==> config.mk <==
export PLATFORM = sky130hd
export DESIGN_NAME = wb_epb_master
export DESIGN_NICKNAME = d
export VERILOG_FILES = /design/src/rtl/wb_epb_master.sv
export SDC_FILE = /design/constraint.sdc
export NUM_CORES = 1
export LEC_CHECK = 0
export ABC_AREA = 1
export CORE_ASPECT_RATIO = 0.9
export CORE_MARGIN = 5
export CORE_UTILIZATION = 40
export DETAILED_ROUTE_END_ITERATION = 8
export GPL_TIMING_DRIVEN = 0
export HOLD_SLACK_MARGIN = 0.03
export PLACE_DENSITY = 0.85
export SLEW_MARGIN = 15
export SYNTH_ARGS = -nofsm -noshare
export SYNTH_HDL_FRONTEND = slang
export SYNTH_SLANG_ARGS = --single-unit
export TNS_END_PERCENT = 10
==> constraint.sdc <==
create_clock -name wb_clk_i -period 1.55 [get_ports wb_clk_i]
set_input_delay 0.31 -clock wb_clk_i [delete_from_list [all_inputs] [get_ports wb_clk_i]]
set_output_delay 0.31 -clock wb_clk_i [all_outputs]
set_load 0.02 [all_outputs]
==> src/rtl/wb_epb_master.sv <==
// Wishbone classic slave to EPB master bridge; each 16-bit Wishbone cycle becomes one EPB transaction.
// Optional `EPB_MASTER_TIMEOUT_EN adds a WAIT-state timeout that answers a stalled target with wb_err_o.
module wb_epb_master #(
  parameter int unsigned SETUP_CYCLES = 1,
  parameter int unsigned HOLD_CYCLES  = 1,
  parameter int unsigned TIMEOUT      = 1024
) (
  input  logic        wb_clk_i,
  input  logic        wb_rst_i,
  input  logic        wb_cyc_i,
  input  logic        wb_stb_i,
  input  logic        wb_we_i,
  input  logic [1:0]  wb_sel_i,
  input  logic [31:0] wb_adr_i,
  input  logic [15:0] wb_dat_i,
  output logic [15:0] wb_dat_o,
  output logic        wb_ack_o,
  output logic        wb_err_o,
  output logic        epb_cs_n,
  output logic        epb_oe_n,
  output logic        epb_r_w_n,
  output logic [1:0]  epb_be_n,
  output logic [22:0] epb_addr,
  output logic [5:0]  epb_addr_gp,
  output logic [15:0] epb_data_o,
  output logic        epb_data_oe_n,
  input  logic [15:0] epb_data_i,
  input  logic        epb_rdy
);

  typedef enum logic [2:0] {IDLE, SETUP, WAIT, HOLD, RESP} state_t;

  state_t      state_q, state_d;
  logic [3:0]  cnt_q, cnt_d;
  logic        blank_q, blank_d;
  logic        abort_q, abort_d;
  logic        cs_n_q, cs_n_d, oe_n_q, oe_n_d, r_w_n_q, r_w_n_d, doe_n_q, doe_n_d;
  logic [1:0]  be_n_q, be_n_d;
  logic [22:0] addr_q, addr_d;
  logic [5:0]  gp_q, gp_d;
  logic [15:0] dout_q, dout_d, rdat_q, rdat_d;
  logic        ack_q, ack_d;
`ifdef EPB_MASTER_TIMEOUT_EN
  logic [15:0] tmo_q, tmo_d;
  logic        err_st_q, err_st_d;
  logic        err_q, err_d;
`endif

  always_comb begin
    state_d = state_q;
    cnt_d   = cnt_q;
    blank_d = blank_q;
    abort_d = abort_q;
    cs_n_d  = cs_n_q;
    oe_n_d  = oe_n_q;
    r_w_n_d = r_w_n_q;
    doe_n_d = doe_n_q;
    be_n_d  = be_n_q;
    addr_d  = addr_q;
    gp_d    = gp_q;
    dout_d  = dout_q;
    rdat_d  = rdat_q;
    ack_d   = 1'b0;
`ifdef EPB_MASTER_TIMEOUT_EN
    tmo_d    = tmo_q;
    err_st_d = err_st_q;
    err_d    = 1'b0;
`endif
    // A request abandoned by the master still finishes on EPB, silently.
    if (state_q != IDLE && !wb_cyc_i) begin
      abort_d = 1'b1;
    end else begin
      abort_d = abort_d;
    end
    case (state_q)
      IDLE: begin
        if (wb_cyc_i && wb_stb_i) begin
          addr_d  = wb_adr_i[23:1];
          gp_d    = wb_adr_i[29:24];
          be_n_d  = ~wb_sel_i;
          r_w_n_d = ~wb_we_i;
          dout_d  = wb_dat_i;
          abort_d = 1'b0;
          cnt_d   = 4'd0;
          state_d = SETUP;
        end else begin
          state_d = IDLE;
        end
      end
      SETUP: begin
        if (cnt_q == 4'(SETUP_CYCLES - 1)) begin
          cs_n_d  = 1'b0;
          oe_n_d  = ~r_w_n_q;
          doe_n_d = r_w_n_q;
          blank_d = 1'b1;
`ifdef EPB_MASTER_TIMEOUT_EN
          tmo_d   = 16'd0;
`endif
          state_d = WAIT;
        end else begin
          cnt_d = cnt_q + 4'd1;
        end
      end
      WAIT: begin
        blank_d = 1'b0;
        if (!blank_q && epb_rdy) begin
          if (r_w_n_q) begin
            rdat_d = epb_data_i;
          end else begin
            rdat_d = rdat_q;
          end
`ifdef EPB_MASTER_TIMEOUT_EN
          err_st_d = 1'b0;
`endif
          cs_n_d  = 1'b1;
          oe_n_d  = 1'b1;
          doe_n_d = 1'b1;
          cnt_d   = 4'd0;
          state_d = HOLD;
`ifdef EPB_MASTER_TIMEOUT_EN
        end else if (tmo_q == 16'(TIMEOUT - 1)) begin
          err_st_d = 1'b1;
          cs_n_d   = 1'b1;
          oe_n_d   = 1'b1;
          doe_n_d  = 1'b1;
          cnt_d    = 4'd0;
          state_d  = HOLD;
        end else begin
          tmo_d = tmo_q + 16'd1;
        end
`else
        end else begin
          state_d = WAIT;
        end
`endif
      end
      HOLD: begin
        if (cnt_q == 4'(HOLD_CYCLES - 1)) begin
`ifdef EPB_MASTER_TIMEOUT_EN
          ack_d = ~abort_d & ~err_st_q;
          err_d = ~abort_d & err_st_q;
`else
          ack_d = ~abort_d;
`endif
          state_d = RESP;
        end else begin
          cnt_d = cnt_q + 4'd1;
        end
      end
      RESP:    state_d = IDLE;
      default: state_d = IDLE;
    endcase
  end

  always_ff @(posedge wb_clk_i) begin
    if (wb_rst_i) begin
      state_q <= IDLE;
      cnt_q   <= 4'd0;
      blank_q <= 1'b0;
      abort_q <= 1'b0;
      cs_n_q  <= 1'b1;
      oe_n_q  <= 1'b1;
      r_w_n_q <= 1'b1;
      doe_n_q <= 1'b1;
      be_n_q  <= 2'b11;
      addr_q  <= 23'd0;
      gp_q    <= 6'd0;
      dout_q  <= 16'd0;
      rdat_q  <= 16'd0;
      ack_q   <= 1'b0;
    end else begin
      state_q <= state_d;
      cnt_q   <= cnt_d;
      blank_q <= blank_d;
      abort_q <= abort_d;
      cs_n_q  <= cs_n_d;
      oe_n_q  <= oe_n_d;
      r_w_n_q <= r_w_n_d;
      doe_n_q <= doe_n_d;
      be_n_q  <= be_n_d;
      addr_q  <= addr_d;
      gp_q    <= gp_d;
      dout_q  <= dout_d;
      rdat_q  <= rdat_d;
      ack_q   <= ack_d;
    end
  end

`ifdef EPB_MASTER_TIMEOUT_EN
  always_ff @(posedge wb_clk_i) begin
    if (wb_rst_i) begin
      tmo_q    <= 16'd0;
      err_st_q <= 1'b0;
      err_q    <= 1'b0;
    end else begin
      tmo_q    <= tmo_d;
      err_st_q <= err_st_d;
      err_q    <= err_d;
    end
  end
  assign wb_err_o = err_q;
`else
  assign wb_err_o = 1'b0;
`endif

  assign wb_dat_o      = rdat_q;
  assign wb_ack_o      = ack_q;
  assign epb_cs_n      = cs_n_q;
  assign epb_oe_n      = oe_n_q;
  assign epb_r_w_n     = r_w_n_q;
  assign epb_be_n      = be_n_q;
  assign epb_addr      = addr_q;
  assign epb_addr_gp   = gp_q;
  assign epb_data_o    = dout_q;
  assign epb_data_oe_n = doe_n_q;

endmodule
==> results of run 1 <==
==> power breakdown <==
| part | switching [mW] | internal (mW) |
|---|---|---|
| logic | 1.32 | 0.849 |
| registers | 0.207 | 2.37 |
| clock network | 0.697 | 1.10 |
| total | 2.23 | 4.31 |
==> cell type report <==
class                           count  area, sq um  area share (%)
Clock buffer                       10        137.6           3.080
Timing Repair Buffer              135         1266           28.33
Buffer                             21        118.9           2.660
Inverter                           13        52.55           1.176
Tap cell                           93        116.4           2.604
Multi-Input combinational cell    258         1137           25.45
Clock inverter                      4        97.59           2.184
Sequential cell                    77         1543           34.52
==> repair_timing <==
action,4_1_cts,5_1_grt
gates resized for setup,68,7
setup endpoints to repair,68,14
hold buffers,0,0
==> path summary, 6_finish.rpt <==
| check | slack [ns] | to | from |
|---|---|---|---|
| setup / recovery | 0.11 | epb_r_w_n | epb_r_w_n$_SDFFE_PP1P_ |
| hold / removal | 0.27 | cnt_q[3]$_SDFFE_PP0P_ | wb_rst_i |
| setup reg to reg | 0.13 | wb_dat_o[11]$_SDFFE_PP0P_ | state_q[2]$_SDFFE_PP0P_ |
| hold reg to reg | 0.45 | epb_cs_n$_SDFFE_PP1P_ | epb_cs_n$_SDFFE_PP1P_ |
==> cell usage in the layout, fill, tap and decap left out, drive strengths merged, types with 12 or more instances in the layout <==
master / Yosys / final
dfxtp: 77 / 77
buf: 13 / 14
dlygate4sd2: 0 / 68
o21ai: 68 / 68
inv: 12 / 12
clkdlybuf4s50: 0 / 67
clkbuf: 8 / 17
nor2: 141 / 141
nand2: 27 / 27
==> state kept, by name (all words and copies together), names as in the netlist <==
register       cells
abort_q            1
blank_q            1
cnt_q              4
epb_addr          23
epb_addr_gp        6
epb_be_n           2
epb_cs_n           1
epb_data_o        16
epb_data_oe_n      1
epb_oe_n           1
epb_r_w_n          1
state_q            3
wb_ack_o           1
wb_dat_o          16
==> cells in the mapped netlist (all sizes together), types with 2 or more instances <==
cell type / instances / share of area [%]
o21ai: 68 / 12
nor2: 141 / 19
buf: 13 / 3.0
a21oi: 7 / 1.2
nand2: 27 / 3.8
clkbuf: 8 / 1.1
nand3: 7 / 1.2
inv: 12 / 1.7
ha: 2 / 0.88
dfxtp: 77 / 54
==> through the flow <==
| step | util [%] | cells |
|---|---|---|
| floorplan | - | 369 |
| global placement | 61.53 | 597 |
| detailed placement | 61.53 | 597 |
| CTS | 63.68 | 611 |
| global route | 63.82 | 611 |
| finish | 63.82 | 611 |
==> routing by layer <==
layer	track usage [%]	routed length, um
met2	31.15	4038
met1	20.00	3314
met5	0	0
met3	6.192	567
met4	9.443	274
==> cells by family after synthesis <==
group / share of synthesized area (%)
AND/OR/NAND/NOR: 24.70
AO/OA/AOI/OAI: 13.74
flip-flops: 54.25
buffers and inverters: 5.988
adder cells (fa/ha/maj): 0.8805
XOR/XNOR: 0.3083
other: 0.1320
==> run summary, run 1 <==
The flow ran to the end, and the final reports show no timing, DRC or antenna violations. The sequential-to-total area share from yosys stat came out at 54.25%. The power density normalized to cell area came out at 1463 nW/um^2. The worst hold slack across all endpoints came out at 0.2711 ns. The deepest level of the CTS H-tree came out at 3. The total power of the final layout came out at 6.540 mW. The remaining antenna violation count came out at 0.

The wire length of the first global-routing pass is 13150 um. In the synthesized netlist the dominant register cell turns out to be dfxtp_1. The pin count of the biggest net entering global routing is 13. The violation count after the first detailed-routing iteration came out at 96. Among cell families on the critical path, the largest total delay comes from flip-flops.

The number of sinks on the clock net came out at 77. The initial antenna violation count came to 0. The final standard cell area without fillers came out at 4469 sq um.

The horizontal extent of the die came out at 98.84 um. From synthesis to final layout, the design area changed by 57.29%. The via total after detailed routing is 2880. The root buffer cell chosen for the clock tree is clkbuf_8. The sum of net half-perimeters after detailed placement is 6199 um. The weighted congestion reported at the end of routability-driven placement is 0.8174. The share of layout cells above drive strength 1 came out at 7.529%. The initial core utilization came out at 40.58%. TritonCTS built the clock tree. The die is 89.96 um tall. The number of antenna cells inserted came out at 0. The standby leakage power is 2.133 nW. The kind of start point of the critical path is a register.

The count of endpoints failing hold in the final timing report came to 0. The number of max-slew violations in the final report is 0. The number of warnings reported in the yosys synthesis log is 0.

The clock buffer count from CTS came out at 9. The number of standard cells after synthesis is 369. In this run the worst hold path is classified as in -> reg. The total negative setup slack is 0 ns. The number of search-and-repair iterations in the first detailed-routing pass is 4. Measured in cells, the most critical reg-to-reg path has a length of 7. The worst setup path is of the reg -> out kind. The via density per instance is 4.714.

The signal on the critical path passes through dlygate4sd2_1. Global routing used 18.29% of the available tracks across all layers. The synthesized netlist net count is 443.

After detailed routing, the number of remaining DRC violations is 0. The maximum fanout count along the critical path came out at 5. The count of nets after finishing is 589.

The number of filler cells placed in the layout is 613. The final critical delay including setup and external delays came out at 1.436 ns. The clock network latency to the later pin of the worst-skew pair came out at 0.34 ns. Once the clock tree was built, the setup fixing pass inserted 0 buffers. The critical path depth in cells is 1. The final routed wire length divided by cell count is 13.41 um.

In this run the tool buffered the top-level ports with 135 buffer cells. Along the worst hold path, the cell count comes to 2. The setup violation total in the final timing report is 0. In the synthesized netlist the async set-or-reset flop fraction comes to 0%. The via count of the first global-routing pass is 2794. The top-level I/O count is 141.

The worst slack at placement came out at -0.2161 ns. The max-capacitance violation count is 0. The total core area is 7003 sq um. Derived from the worst setup path, the maximum achievable clock frequency is 696.6 MHz. The number of distinct standard cells referenced by the synthesized netlist came out at 25. Clock-pin slew was measured on the worst setup and hold paths at 0.08 ns. Setup repair after global routing left no endpoint under its margin.

The largest stage delay on the critical path is 0.43 ns. The required time reported for the critical path endpoint came out at 1.24 ns. The peak supply drop came out at 0.6109 mV.

The area of the die came out at 8892 sq um. The total number of placement rows came out at 29. The sum of overflow across all layers after global routing is 0.

The number of enable-type register cells in the synthesized netlist came out at 0. The synthesized flop and latch total is 77. The buffer depth of the longest clock path came out at 2. The total length of routed wires is 8195 um. At the worst endpoint, the arrival time is 1.13 ns.

The post-detailed-placement cell area came out at 4309 sq um. The final worst-path cycle share came out at 92.62%. The worst setup path is captured at a primary output. The average footprint of a synthesized cell came out at 7.700 sq um. The combined area of all synthesized cells is 2841 sq um. On the final layout, the worst clock skew is 0.007528 ns. The worst setup margin came out at 0.1144 ns. The count of buffering cells on the critical path with inverters included is 1. The slowest cell on the critical path is dfxtp_1.
Power figures use the tool's default switching activity.
==> run 2: changes to the inputs <==
--- a/config.mk
+++ b/config.mk
@@ -8,11 +8,11 @@
 export ABC_AREA = 1
 export CORE_ASPECT_RATIO = 0.9
 export CORE_MARGIN = 5
-export CORE_UTILIZATION = 40
+export CORE_UTILIZATION = 43
 export DETAILED_ROUTE_END_ITERATION = 8
 export GPL_TIMING_DRIVEN = 0
 export HOLD_SLACK_MARGIN = 0.03
-export PLACE_DENSITY = 0.85
+export PLACE_DENSITY = 0.9
 export SLEW_MARGIN = 15
 export SYNTH_ARGS = -nofsm -noshare
 export SYNTH_HDL_FRONTEND = slang
==> constraint.sdc (replaced) <==
create_clock -name wb_clk_i -period 1.85 [get_ports wb_clk_i]
set_input_delay 0.37 -clock wb_clk_i [delete_from_list [all_inputs] [get_ports wb_clk_i]]
set_output_delay 0.37 -clock wb_clk_i [all_outputs]
set_load 0.02 [all_outputs]
==> run 2 against run 1 <==
  * Wire length up 0.55%
  * Non-clock buffer count unchanged
  * Clock power fell by 27%
  * Final area is 1.0% higher
  * Combinational power shrank 8%
  * Die area down 6.2%
  * Clock-buffer cell count unchanged
  * Sequential power shrank 16%
  * Via count decreased by 0.17%
  * Sequential cell count is the same
  * Global-route usage rose by 2.0 points
  * Setup slack better by 0.037 ns
==> run summary, run 2 (synthesis gave the netlist of run 1 again) <==
Status: completed (unchanged). The count of nets after finishing is 589 (unchanged). The total length of routed wires came to 8240 um (was 8195 um).

The kind of cell with the highest combined delay on the critical path is buffers and inverters (was flip-flops). The post-CTS resize count came out at 0 (was 68). The startpoint of the lowest-slack hold path is wb_rst_i (unchanged). The highest metal layer with signal wires is met4 (unchanged). The number of sinks on the clock net is 77 (unchanged). The cell-internal power is 3.540 mW (was 4.314 mW). The final routed wire length divided by cell count is 13.51 um (was 13.41 um).

The post-detailed-placement cell area is 4305 sq um (was 4309 sq um). The sum of net half-perimeters after detailed placement is 6333 um (was 6199 um). The kind of start point of the critical path is a register (unchanged). The standby leakage power came to 1.863 nW (was 2.133 nW).

The violation count after the first detailed-routing iteration came out at 141 (was 96). The routed length on met1 is 3332 um (was 3314 um). The deepest level of the CTS H-tree came out at 3 (unchanged). The initial core utilization came out at 43.61% (was 40.58%). The horizontal extent of the die is 95.69 um (was 98.84 um). The total power of the final layout is 5.469 mW (was 6.540 mW). The number of filler cells placed in the layout is 545 (was 613).

The setup violation total in the final timing report came out at 0 (unchanged). The slowest cell on the critical path is clkdlybuf4s50_1 (was dfxtp_1). The count of endpoints failing hold in the final timing report was 0 (unchanged). The total core area came to 6516 sq um (was 7003 sq um). The endpoint of the lowest-slack register-to-register path is cnt_q[0]$_SDFFE_PP0P_ (was wb_dat_o[11]$_SDFFE_PP0P_). The sum of overflow across all layers after global routing is 0 (unchanged).

The root cell of the clock tree is clkbuf_8 (unchanged). The CTS tree is yes (unchanged). The DRC violation count after routing is 0 (unchanged).

The height of the die was 87.12 um (was 89.96 um). The number of max-slew violations in the final report is 0 (unchanged). The share of layout cells above drive strength 1 came out at 7.308% (was 7.529%).

The register-to-register path setup slack is 0.34 ns (was 0.13 ns). The wire length on met3 came out at 594 um (was 567 um). The via density per instance came out at 4.713 (was 4.714). The total number of placement rows is 28 (was 29).

Commonest non-fill, non-tap cells in the layout: nor2_1 (138), clkdlybuf4s50_1 (134), dfxtp_1 (77), o21ai_0 (65), nand2_1 (24) (was nor2_1 (137), dfxtp_1 (76), dlygate4sd2_1 (68), clkdlybuf4s50_1 (67), o21ai_0 (64)). The startpoint-to-endpoint class of the critical path was reg -> out (unchanged). The number of flip-flops under the largest register name is 23 (unchanged). The pin count of the biggest net entering global routing came out at 15 (was 13).

Setup repair after global routing missed its margin: false (unchanged). The part of the total power dissipated in the clock network is 23.9% (was 27.4%). The clock-pin slew reported for the worst setup and hold paths after clock tree synthesis is 0.08 ns (about the same). The cts-stage hold buffer count came out at 0 (unchanged). The maximum fanout count along the critical path came to 2 (was 5). The layout overhead on the synthesized area is 58.92% (was 57.29%).

The overall routing resource usage came to 20.29% (was 18.29%). The total area of multi-input combinational cells is 1130 sq um (was 1137 sq um). The routed length on met2 is 4191 um (was 4038 um).

The remaining antenna violation count was 0 (unchanged). The number of search-and-repair iterations in the first detailed-routing pass is 4 (unchanged). The count of buffering cells on the critical path with inverters included came out at 1 (unchanged). The number of antenna cells inserted came out at 0 (unchanged).

The most common library cell in the layout ignoring fill and taps is nor2_1 (unchanged). The buffer depth of the longest clock path came out at 2 (unchanged). The required time reported for the critical path endpoint was 1.48 ns (was 1.24 ns). The post-CTS setup repair buffer count is 0 (unchanged). The switching power share of the total came to 35.26% (was 34.03%). The worst clock skew on the final layout came out at 0.009489 ns (was 0.007528 ns).

The class of the worst hold path is in -> reg (unchanged). The end point of the worst hold path is cnt_q[3]$_SDFFE_PP0P_ (unchanged). The number of instances on the worst hold path came out at 2 (unchanged).

The highest achievable clock rate came out at 588.8 MHz. The type of destination of the critical path is a primary output (unchanged). The final worst-path cycle share is 91.81%. The non-filler instance count after layout is 610 (was 611). The total negative setup slack came to 0 ns (unchanged). Worst path cell trace: clkdlybuf4s50_1 (was dlygate4sd2_1). The worst path arrival time came to 1.33 ns (was 1.13 ns). The final standard cell area without fillers is 4516 sq um (was 4469 sq um).

The clock buffer count from CTS is 9 (unchanged). The worst reg-to-reg path cell count was 8 (was 7). The weighted congestion reported at the end of routability-driven placement is 0.8221 (was 0.8174).

The max-capacitance violation count came to 0 (unchanged). The wire length of the first global-routing pass came out at 13240 um (was 13150 um). The final critical delay including setup and external delays is 1.698 ns. The via count of the first global-routing pass came out at 2879 (was 2794). The cell count after placement is 594 (was 597). The area of the die was 8336 sq um (was 8892 sq um). The fraction of power consumed by combinational cells came out at 36.4% (was 33.2%). The largest stage delay on the critical path came out at 0.63 ns (was 0.43 ns).

The proportion of power drawn by flip-flops and latches was 39.7% (was 39.4%). The via total after detailed routing is 2875 (was 2880). The clock network latency to the later pin of the worst-skew pair came to 0.34 ns (about the same). The quantity of I/O buffers inserted on ports came out at 135 (unchanged). The initial antenna violation count is 0 (unchanged). The register area is 1541 sq um (was 1543 sq um). The core occupancy in the finished layout came to 69.30% (was 63.82%). The top-level I/O count is 141 (unchanged). The power density normalized to cell area is 1211 nW/um^2 (was 1463 nW/um^2). The peak supply drop is 0.7834 mV (was 0.6109 mV). The launch point of the worst reg-to-reg path is cnt_q[0]$_SDFFE_PP0P_ (was state_q[2]$_SDFFE_PP0P_). The switching power summed over all nets came to 1.928 mW (was 2.225 mW).
-- run 2: cell count changes in the layout (fill, tap and decap cells not counted), sizes merged --
cell,delta
bufinv,-2
dlymetal6s2s,+1
inv,+2
buf,-1
clkdlybuf4s50,+67
clkinvlp,+2
dlygate4sd2,-68
clkbuf,+1
-- run 2: routing by layer --
metal	GRT usage, %	vias up
li1	-	1462
met5	0	-
met3	8.989	12
met4	5.426	0
met2	35.16	88
met1	22.52	1313
-- run 2: cell type report --
cell class / instances / share of cell area, %
plain buffers: 21 / 2.605
clock buffers: 10 / 3.048
clock inverters: 6 / 1.552
inverters: 13 / 1.164
multi-input cells: 258 / 25.02
flip-flops and latches: 77 / 34.14
well taps: 90 / 2.494
repair buffers: 135 / 29.98
-- run 2: per-stage QoR --
step | setup WS, ns | hold slack, ns
final | 0.1516 | 0.3310
after global routing | 0.08743 | 0.3405
after CTS | 0.06581 | 0.3120
after detailed placement | 0.02178 | 0.4615
after global placement | 0.04975 | 0.4303
after floorplan | 0.5819 | 0.4570
-- run 2: power groups by stage --
stage                     Clock, mW  Combinational [mW]  Sequential (mW)
after floorplan                   0               0.781             2.51
after global placement            0                1.93             2.19
after detailed placement          0                1.99             2.20
after CTS                      1.35                2.01             2.17
after global routing           1.44                2.18             2.21
final                          1.31                1.99             2.17
-- run 2: worst max path at each step --
stage                     slack, ns                     endpoint  cells after the start                       from
after floorplan                0.58        cnt_q[1]$_SDFFE_PP0P_                      8      cnt_q[0]$_SDFFE_PP0P_
after global routing           0.09                 wb_dat_o[10]                      1  wb_dat_o[10]$_SDFFE_PP0P_
after global placement         0.05  epb_addr_gp[5]$_SDFFE_PP0P_                      8                   wb_cyc_i
after CTS                      0.07                    epb_r_w_n                      1     epb_r_w_n$_SDFFE_PP1P_
after detailed placement       0.02     wb_dat_o[8]$_SDFFE_PP0P_                      7                    epb_rdy
final                          0.15                 wb_dat_o[10]                      1  wb_dat_o[10]$_SDFFE_PP0P_
==> run 3: changes to the inputs <==
--- a/config.mk
+++ b/config.mk
@@ -7,7 +7,7 @@
 export LEC_CHECK = 0
 export ABC_AREA = 1
 export CORE_ASPECT_RATIO = 0.9
-export CORE_MARGIN = 5
+export CORE_MARGIN = 2
 export CORE_UTILIZATION = 43
 export DETAILED_ROUTE_END_ITERATION = 8
 export GPL_TIMING_DRIVEN = 0
==> run 3 against run 2 <==
  * Sequential power about the same
  * Utilization grew 0.20 points
  * Clock-buffer cell count rose by 1
  * Power fell by 0.63%
  * Sequential cell count stayed put
  * Register-to-register slack got worse by 0.03 ns
  * Clock skew shrank 0.0015 ns
  * Via count down 0.31%
  * Clock power is 3% lower
  * Highest routed layer unchanged
==> run summary, run 3 (synthesis gave the netlist of run 1 again) <==
Status: completed (unchanged). The sum of overflow across all layers after global routing is 0 (unchanged). The largest stage delay on the critical path came out at 0.63 ns (about the same). The top-level I/O count came to 141 (unchanged). The clock network latency to the later pin of the worst-skew pair is 0.34 ns (about the same). The worst hold slack across all endpoints is 0.3103 ns (was 0.3310 ns).

The total negative setup slack came out at 0 ns (unchanged). The standby leakage power came out at 1.867 nW (was 1.863 nW). The CTS tree is yes (unchanged). The quantity of I/O buffers inserted on ports came to 135 (unchanged). The kind of cell with the highest combined delay on the critical path is buffers and inverters (unchanged).

The cell-internal power came out at 3.557 mW (was 3.540 mW). The most common library cell in the layout ignoring fill and taps is nor2_1 (unchanged). The final routed wire length divided by cell count came out at 12.86 um (was 13.51 um). The count of endpoints failing hold in the final timing report came out at 0 (unchanged). The pin count of the biggest net entering global routing was 13 (was 15).

The initial antenna violation count is 0 (unchanged). The total power of the final layout is 5.434 mW (was 5.469 mW). Worst path cell trace: clkdlybuf4s50_1 (unchanged). The share of layout cells above drive strength 1 came to 7.129% (was 7.308%). The post-CTS resize count came out at 0 (unchanged). The core occupancy in the finished layout is 69.50% (was 69.30%). The switching power share of the total came out at 34.54% (was 35.26%). The wire length of the first global-routing pass came out at 12420 um (was 13240 um).

The worst path arrival time came out at 1.38 ns (was 1.33 ns). The highest achievable clock rate was 571.6 MHz (was 588.8 MHz). The violation count after the first detailed-routing iteration was 139 (was 141).

The startpoint-to-endpoint class of the critical path is reg -> out (unchanged). The switching power summed over all nets is 1.877 mW (was 1.928 mW). The slowest cell on the critical path is clkdlybuf4s50_1 (unchanged). The final critical delay including setup and external delays came out at 1.749 ns (was 1.698 ns).

The weighted congestion reported at the end of routability-driven placement came out at 0.7557 (was 0.8221). The power density normalized to cell area came out at 1206 nW/um^2 (was 1211 nW/um^2). The height of the die came to 81.12 um (was 87.12 um). The required time reported for the critical path endpoint was 1.48 ns (about the same). The area of the die is 7275 sq um (was 8336 sq um). The sum of net half-perimeters after detailed placement came out at 5918 um (was 6333 um). The class of the worst hold path was in -> reg (unchanged). The post-CTS setup repair buffer count was 0 (unchanged). The clock buffer count from CTS is 9 (unchanged). Setup repair after global routing missed its margin: false (unchanged). The number of search-and-repair iterations in the first detailed-routing pass was 4 (unchanged). The type of destination of the critical path is a primary output (unchanged). The initial core utilization came to 43.84% (was 43.61%). The number of flip-flops under the largest register name came out at 23 (unchanged). The total number of placement rows is 28 (unchanged). The worst clock skew on the final layout came to 0.007944 ns (was 0.009489 ns). The deepest level of the CTS H-tree is 3 (unchanged).

The DRC violation count after routing was 0 (unchanged). The via density per instance came out at 4.706 (was 4.713). The max-capacitance violation count is 0 (unchanged). The proportion of power drawn by flip-flops and latches came out at 40.0% (was 39.7%). The total length of routed wires is 7829 um (was 8240 um). The layout overhead on the synthesized area came out at 58.52% (was 58.92%).

The number of sinks on the clock net came out at 77 (unchanged). The via total after detailed routing came to 2866 (was 2875). The count of buffering cells on the critical path with inverters included was 1 (unchanged).

The number of max-slew violations in the final report is 0 (unchanged). The root cell of the clock tree was clkbuf_8 (unchanged). The maximum fanout count along the critical path is 5 (was 2). The peak supply drop was 0.7709 mV (was 0.7834 mV). The count of nets after finishing is 589 (unchanged). The number of antenna cells inserted came to 0 (unchanged). The non-filler instance count after layout is 609 (was 610).

The cell count after placement is 594 (unchanged). Commonest non-fill, non-tap cells in the layout: nor2_1 (138), clkdlybuf4s50_1 (135), dfxtp_1 (77), o21ai_0 (65), nand2_1 (24) (was nor2_1 (138), clkdlybuf4s50_1 (134), dfxtp_1 (77), o21ai_0 (65), nand2_1 (24)). The buffer depth of the longest clock path was 2 (unchanged). The remaining antenna violation count was 0 (unchanged). The number of filler cells placed in the layout came out at 512 (was 545). The part of the total power dissipated in the clock network is 23.4% (was 23.9%). The via count of the first global-routing pass came out at 2789 (was 2879).

The clock-pin slew reported for the worst setup and hold paths after clock tree synthesis is 0.08 ns (about the same). The horizontal extent of the die came out at 89.69 um (was 95.69 um). The setup violation total in the final timing report came out at 0 (unchanged).

The kind of start point of the critical path was a register (unchanged). The final worst-path cycle share came to 94.56% (was 91.81%). The cts-stage hold buffer count is 0 (unchanged). The overall routing resource usage was 22.39% (was 20.29%). The fraction of power consumed by combinational cells came out at 36.6% (was 36.4%).

The total core area came out at 6481 sq um (was 6516 sq um).
run 3: cell types whose count changed in the layout (fill, tap and decap cells not counted):
cell / previous run / this run
clkdlybuf4s50_1: 134 / 135
clkinv_2: 1 / 3
dlymetal6s2s_1: 1 / 0
clkbuf_8: 10 / 11
inv_6: 2 / 0
clkinvlp_4: 3 / 1
run 3: routing by layer:
layer | track usage, % | vias up | part of all wire, %
li1 | - | 1464 | -
met1 | 24.57 | 1298 | 41
met2 | 38.24 | 87 | 49
met3 | 10.16 | 17 | 7.9
met4 | 7.463 | 0 | 1.8
met5 | 0 | - | 0
run 3: final timing paths:
check,start,to,slack (ns),cells after the start
min reg2reg,epb_cs_n$_SDFFE_PP1P_,epb_cs_n$_SDFFE_PP1P_,0.45,2
min,wb_rst_i,cnt_q[2]$_SDFFE_PP0P_,0.31,2
max reg2reg,cnt_q[0]$_SDFFE_PP0P_,cnt_q[1]$_SDFFE_PP0P_,0.31,8
max,epb_r_w_n$_SDFFE_PP1P_,epb_r_w_n,0.10,1
run 3: per-stage QoR:
stage	area (sq um)	setup slack [ns]
floorplan	2841	0.5819
global placement	4305	0.04921
detailed placement	4305	0.03666
CTS	4504	0.08403
global route	4504	0.04194
finish	4504	0.1006
run 3: final cells by class:
type | instances | area, sq um | area share [%]
sequential | 77 | 1541 | 34.22
timing repair buffer | 135 | 1351 | 30.00
multi-input combinational | 258 | 1130 | 25.08
clock buffer | 11 | 151.4 | 3.361
buffer | 21 | 117.6 | 2.611
tap | 90 | 112.6 | 2.500
inverter | 13 | 52.55 | 1.167
clock inverter | 4 | 47.55 | 1.056
run 3: power groups by stage:
stage	Sequential (mW)	Combinational, mW	Clock (mW)
6_report	2.17	1.99	1.27
2_1_floorplan	2.51	0.781	0
4_1_cts	2.17	2.00	1.29
3_3_place_gp	2.19	1.92	0
3_5_place_dp	2.21	1.99	0
5_1_grt	2.21	2.19	1.35
